--- src/rtl/monitor_verdict_collector.sv ---
`default_nettype none
// +----------------------------------------------------------------------------+
// | Module      : monitor_verdict_collector                                    |
// | Description : Captures activated monitor outputs (A/B) as stamped records  |
// |               into a FIFO, drained first-word-fall-through over rec_*.     |
// |               Optional macro COLLECTOR_TIMESTAMP_EN enables timestamping.  |
// | Revision    : 1.0 - initial release                                        |
// +----------------------------------------------------------------------------+
module monitor_verdict_collector #(
    parameter int DEPTH = 16,
    parameter int TS_W  = 32,
    parameter int CNT_W = 16
) (
    input  logic                       clk,
    input  logic                       rst,
    input  logic                       en,
    input  logic [63:0]                out_a,
    input  logic                       aktv_out_a,
    input  logic [63:0]                out_b,
    input  logic                       aktv_out_b,
    output logic                       rec_valid,
    input  logic                       rec_ready,
    output logic                       rec_stream,
    output logic [TS_W-1:0]            rec_time,
    output logic [63:0]                rec_value,
    output logic [$clog2(DEPTH):0]     level,
    output logic                       overflow,
    output logic [CNT_W-1:0]           drop_count
);

    localparam int c_PTR_W = $clog2(DEPTH);
    localparam int c_LVL_W = c_PTR_W + 1;

    logic [63:0]        r_mem_value  [DEPTH];
    logic               r_mem_stream [DEPTH];
    logic [c_PTR_W-1:0] r_wr_ptr;
    logic [c_PTR_W-1:0] r_rd_ptr;
    logic [c_LVL_W-1:0] r_level;
    logic               r_overflow;
    logic [CNT_W-1:0]   r_drop_count;
    logic               r_rec_stream;
    logic [63:0]        r_rec_value;

    logic               w_pop;
    logic               w_req_a;
    logic               w_req_b;
    logic [c_LVL_W-1:0] w_free;
    logic               w_store_a;
    logic               w_store_b;
    logic [1:0]         w_drops;
    logic [c_PTR_W-1:0] w_wr_ptr_b;
    logic [c_PTR_W-1:0] w_rd_ptr_nxt;
    logic [c_LVL_W-1:0] w_remain;
    logic               w_head_from_mem;
    logic               w_head_from_new;
    logic [CNT_W:0]     w_cnt_sum;

    always_comb begin
        w_pop        = rec_valid & rec_ready;
        w_req_a      = en & aktv_out_a;
        w_req_b      = en & aktv_out_b;
        // A slot popped this cycle is reusable by a same-cycle capture.
        w_free       = c_LVL_W'(DEPTH) - r_level + c_LVL_W'(w_pop);
        w_store_a    = w_req_a && (w_free != '0);
        w_store_b    = w_req_b && (w_free > c_LVL_W'(w_store_a));
        w_drops      = 2'(w_req_a & ~w_store_a) + 2'(w_req_b & ~w_store_b);
        w_wr_ptr_b   = r_wr_ptr + c_PTR_W'(w_store_a);
        w_rd_ptr_nxt = r_rd_ptr + c_PTR_W'(w_pop);
        w_remain     = r_level - c_LVL_W'(w_pop);
        // Next head comes from storage if anything remains, else from this cycle's capture.
        w_head_from_mem = (w_remain != '0);
        w_head_from_new = !w_head_from_mem && (w_store_a || w_store_b);
        w_cnt_sum    = {1'b0, r_drop_count} + (CNT_W+1)'(w_drops);
    end

    always_ff @(posedge clk) begin
        if (w_store_a) begin
            r_mem_value[r_wr_ptr]  <= out_a;
            r_mem_stream[r_wr_ptr] <= 1'b0;
        end
        if (w_store_b) begin
            r_mem_value[w_wr_ptr_b]  <= out_b;
            r_mem_stream[w_wr_ptr_b] <= 1'b1;
        end
    end

    always_ff @(posedge clk) begin
        if (rst) begin
            r_wr_ptr     <= '0;
            r_rd_ptr     <= '0;
            r_level      <= '0;
            r_overflow   <= 1'b0;
            r_drop_count <= '0;
            r_rec_stream <= 1'b0;
            r_rec_value  <= '0;
        end else begin
            r_wr_ptr <= w_wr_ptr_b + c_PTR_W'(w_store_b);
            r_rd_ptr <= w_rd_ptr_nxt;
            r_level  <= r_level + c_LVL_W'(w_store_a) + c_LVL_W'(w_store_b) - c_LVL_W'(w_pop);
            if (w_drops != 2'd0) begin
                r_overflow   <= 1'b1;
                r_drop_count <= w_cnt_sum[CNT_W] ? {CNT_W{1'b1}} : w_cnt_sum[CNT_W-1:0];
            end
            if (w_head_from_mem) begin
                r_rec_stream <= r_mem_stream[w_rd_ptr_nxt];
                r_rec_value  <= r_mem_value[w_rd_ptr_nxt];
            end else if (w_head_from_new) begin
                r_rec_stream <= !w_store_a;
                r_rec_value  <= w_store_a ? out_a : out_b;
            end
        end
    end

`ifdef COLLECTOR_TIMESTAMP_EN
    logic [TS_W-1:0] r_ts;
    logic [TS_W-1:0] r_mem_time [DEPTH];
    logic [TS_W-1:0] r_rec_time;

    always_ff @(posedge clk) begin
        if (w_store_a) r_mem_time[r_wr_ptr]   <= r_ts;
        if (w_store_b) r_mem_time[w_wr_ptr_b] <= r_ts;
    end

    always_ff @(posedge clk) begin
        if (rst) begin
            r_ts       <= '0;
            r_rec_time <= '0;
        end else begin
            if (en) r_ts <= r_ts + TS_W'(1);
            if (w_head_from_mem)      r_rec_time <= r_mem_time[w_rd_ptr_nxt];
            else if (w_head_from_new) r_rec_time <= r_ts;
        end
    end

    assign rec_time = r_rec_time;
`else
    assign rec_time = '0;
`endif

    assign rec_valid  = (r_level != '0);
    assign rec_stream = r_rec_stream;
    assign rec_value  = r_rec_value;
    assign level      = r_level;
    assign overflow   = r_overflow;
    assign drop_count = r_drop_count;

endmodule
`default_nettype wire

--- config.mk ---
export PLATFORM = sky130hd
export DESIGN_NAME = monitor_verdict_collector
export DESIGN_NICKNAME = d
export VERILOG_FILES = /design/src/rtl/monitor_verdict_collector.sv
export SDC_FILE = /design/constraint.sdc
export NUM_CORES = 2
export LEC_CHECK = 0
export CELL_PAD_IN_SITES_DETAIL_PLACEMENT = 0
export CELL_PAD_IN_SITES_GLOBAL_PLACEMENT = 2
export CORE_UTILIZATION = 30
export CTS_BUF_LIST = sky130_fd_sc_hd__clkbuf_4 sky130_fd_sc_hd__clkbuf_8
export DETAILED_ROUTE_END_ITERATION = 10
export HOLD_SLACK_MARGIN = 0.06
export PLACE_DENSITY = 0.69
export SYNTH_ARGS = -nofsm -noshare
export SYNTH_HDL_FRONTEND = slang
export SYNTH_SLANG_ARGS = --single-unit
--- constraint.sdc ---
create_clock -name clk -period 15.5 [get_ports clk]
set_input_delay 1.55 -clock clk [delete_from_list [all_inputs] [get_ports clk]]
set_output_delay 1.55 -clock clk [all_outputs]
set_load 0.05 [all_outputs]
==> impl_metrics.toml <==
[power]
power_leakage_nw = 22.5
power.total_mw = 10.3
ir_drop_mv = 0.141
clock_power_share = 0.280
power_density_nw_per_um2 = 155
comb_power_share = 0.359
p_seq_frac = 0.361
intPower_mw = 6.68
netSwitchingFraction = 0.354
power.switching_mw = 3.67

[global_routing]
grt_start_max_net_pins = 124
global_route.overflow_total = 0
first_pass_grt_wire_length_mm = 268
grt_util_all_layers = 0.188
first_global_vias = 35900
grt_antenna_before_repair = 15

[synthesis]
syn_area_um2 = 58200
ys_async_sr_fraction = 0
netlist-cell-type-count = 57
synth-seq-area-share = 0.566
syn_area_per_cell_um2 = 16.1
netlist_top_cells_area = "sky130_fd_sc_hd__edfxtp_1 (53%), sky130_fd_sc_hd__mux2_2 (18%), sky130_fd_sc_hd__mux4_2 (10%), sky130_fd_sc_hd__dfxtp_1 (3.8%), sky130_fd_sc_hd__mux2i_1 (2.3%)"
synthDominantAreaCellType = "sky130_fd_sc_hd__edfxtp_1"
synth-seq-cells = 1135
synth_enable_flop_cells = 1024
post_synth_inst_count = 3626
yosysWarningCount = 0
synthDominantCellAreaShare = 0.528
synthFlopType = "sky130_fd_sc_hd__edfxtp_1"

[die]
initial_utilization = 0.302
core_region_area_um2 = 193000
fp-row-count = 161
die-area_um2 = 196000
boundaryPins = 254
die_height_um = 443
fp.dieW_um = 443

[worst_setup_path]
crit_path_max_fanout = 67
critPathCaptureType = "register"
worst-r2r-cell-count = 18
critical_path_required_ns = 16.03
worstReg2RegEnd = "r_mem_value[10][26]"
worst_setup_path_start_kind = "register"
worst-r2r-setup-slack_ns = 8.28
launch_point_of_the_worst_reg_to_reg_path = "level[2]"
crit_arrival_ns = 7.75
criticalPathCategory = "reg2reg"

[hold_path]
min_to = "r_mem_stream[2]"
hold_path_depth = 1
min_from = "r_mem_stream[2]"
hold_class = "reg2reg"

[sta]
setup_repair_after_global_routing_missed_its_margin = "false"
hold-worst-slack_ns = 0.452
worst-slew-pin-transition_ns = 1.29
final_max_slew_viol_count = 0
period_minus_slack_ns = 7.22
final_hold_viol_count = 0
fin_setup_tns_ns = 0
clock.fmax_mhz = 139
fin_skew_ns = 0.0810
fin_crit_sh = 0.466
timing.final.ws_setup_ns = 8.28
setup-violations-final = 0
slew-limit-headroom = 0.138

[layout]
area_growth_pct = 14.5
register_area_um2 = 33000
final_cell_mix = "sky130_fd_sc_hd__edfxtp_1 (1024), sky130_fd_sc_hd__mux2_2 (949), sky130_fd_sc_hd__mux4_2 (261)"
layout_commonest_cell = "sky130_fd_sc_hd__edfxtp_1"
share_of_layout_cells_above_drive_strength_1 = 0.428
final_net_count = 3890
multiInputGateArea_um2 = 23100
filler_cell_count = 18500

[cts]
clock_insertion_delay_worst_skew_ns = 0.98
cts.reportedPaths.clkPinSlew_ns = 0.07
cts.htree.levels = 4
postCtsHoldBufs = 0
clock-root-buffer = "sky130_fd_sc_hd__clkbuf_8"
cts_tree = "yes"
cts_made_buffers = 204
postCtsSetupRepairBufs = 0
clockBufferDepth = 3
clock_sink_count = 1135
postCtsResizedCells = 0

[detailed_routing]
detail_route.vias_per_cell = 5.36
routed_wire_length_per_instance_um = 29.1
route.antenna.remaining_nets = 0
total_detailed_routing_wirelength_mm = 187
drc = 0
drt-pass1-iter-count = 5
routed-via-count = 34500
drt_iter0_drc = 2938

[outcome]
run_status = "finished, final reports clean"

[place]
place.detailed.hpwl_mm = 106
placement.setup.worst_slack_ns = 7.49
placer_s_final_routability_congestion_estimate = 0.752
port_buffers = 221

[run]
cap_viol_max_count = 0
## final cells by class
cell class / instances / area share
Tap cell: 2526 / 0.0474
Clock inverter: 69 / 0.00732
Clock buffer: 306 / 0.0549
Antenna cell: 5 / 0.000188
Multi-Input combinational cell: 1952 / 0.346
Inverter: 147 / 0.00831
Sequential cell: 1135 / 0.495
Timing Repair Buffer: 290 / 0.0415
## per-stage QoR
| stage | area [µm²] | instances | utilization |
|---|---|---|---|
| 2_1_floorplan | 58300 | 3657 | - |
| 3_3_place_gp | 62500 | 6050 | 0.325 |
| 3_5_place_dp | 62500 | 6050 | 0.325 |
| 4_1_cts | 66700 | 6425 | 0.346 |
| 5_1_grt | 66700 | 6427 | 0.346 |
| 6_report | 66700 | 6430 | 0.346 |
## critical path, stage by stage, from the launching register on
cell and delay (ns):
sky130_fd_sc_hd__dfxtp_1 0.54, sky130_fd_sc_hd__inv_1 0.21, sky130_fd_sc_hd__ha_1 0.30, sky130_fd_sc_hd__nand4b_1 0.15, sky130_fd_sc_hd__nand2_1 0.09, sky130_fd_sc_hd__ha_1 0.21, sky130_fd_sc_hd__inv_1 0.06, sky130_fd_sc_hd__ha_1 0.27
sky130_fd_sc_hd__xor2_4 0.15, sky130_fd_sc_hd__buf_4 0.92, sky130_fd_sc_hd__a31oi_2 0.17, sky130_fd_sc_hd__buf_4 0.27, sky130_fd_sc_hd__ha_1 0.31, sky130_fd_sc_hd__nor2_1 0.13, sky130_fd_sc_hd__nor2_1 0.05, sky130_fd_sc_hd__a41o_1 0.50
sky130_fd_sc_hd__or4_4 0.94, sky130_fd_sc_hd__o21ai_4 0.46, sky130_fd_sc_hd__buf_4 0.88
## per-layer routing
metal	vias to the layer above	track usage	part of all wire
met1	18400	0.243	0.42
met2	1087	0.318	0.49
li1	14600	-	-
met4	12	0.0578	0.028
met3	314	0.0327	0.053
met5	-	0	0.00042
## registers in the layout, summed over array words and instances, names as in the netlist
register,flops
r_wr_ptr,4
r_mem_value,1024
rec_value,64
level,5
r_mem_stream,16
overflow,1
r_rd_ptr,4
rec_stream,1
drop_count,16
## synth_stat cells, drive strengths merged (10+ instances only)
master     n
a21oi     17
nor2b     11
xnor2     12
a311oi    64
nand3     19
mux2i    133
a21o      10
a211oi    65
nand2     27
xor2      11
nor3      10
o32ai     64
nor2      24
buf      201
dfxtp    111
nand2b    14
ha        23
a22o      64
clkbuf   222
mux4     261
inv      147
edfxtp  1024
o21ai     10
mux2    1024
## worst max-delay path by stage
stage	startpoint	endpoint	slack, ns	cells past startpoint
2_1_floorplan	level[2]	r_mem_value[13][0]	7.10	13
3_3_place_gp	rec_ready	r_mem_value[10][26]	7.44	16
3_5_place_dp	rec_ready	r_mem_value[10][30]	7.49	16
4_1_cts	level[2]	r_mem_value[10][28]	8.30	18
5_1_grt	level[2]	r_mem_value[10][6]	7.93	18
6_report	level[2]	r_mem_value[10][26]	8.28	18
## power by group through the flow
stage	Combinational [mW]	Sequential, mW	Clock, mW
floorplan	2.31	3.99	0
detailed placement	3.74	3.80	0
global route	3.92	3.76	3.09
finish	3.72	3.74	2.89
CTS	3.75	3.74	2.97
global placement	3.73	3.80	0
## cells by family (layout without fill, tap and decap cells)
kind of cell             Yosys count  after routing  share of synthesized area
AND/OR/NAND/NOR                  141            141                     0.0133
adder cells (fa/ha/maj)           26             26                    0.00597
AO/OA/AOI/OAI                    312            312                     0.0433
multiplexers                    1418           1418                      0.322
buffers and inverters            570            812                     0.0456
XOR/XNOR                          23             23                    0.00359
other                              1             37                  0.0000644
flip-flops                      1135           1135                      0.566
Note: power is estimated with default switching activity, not from simulation.
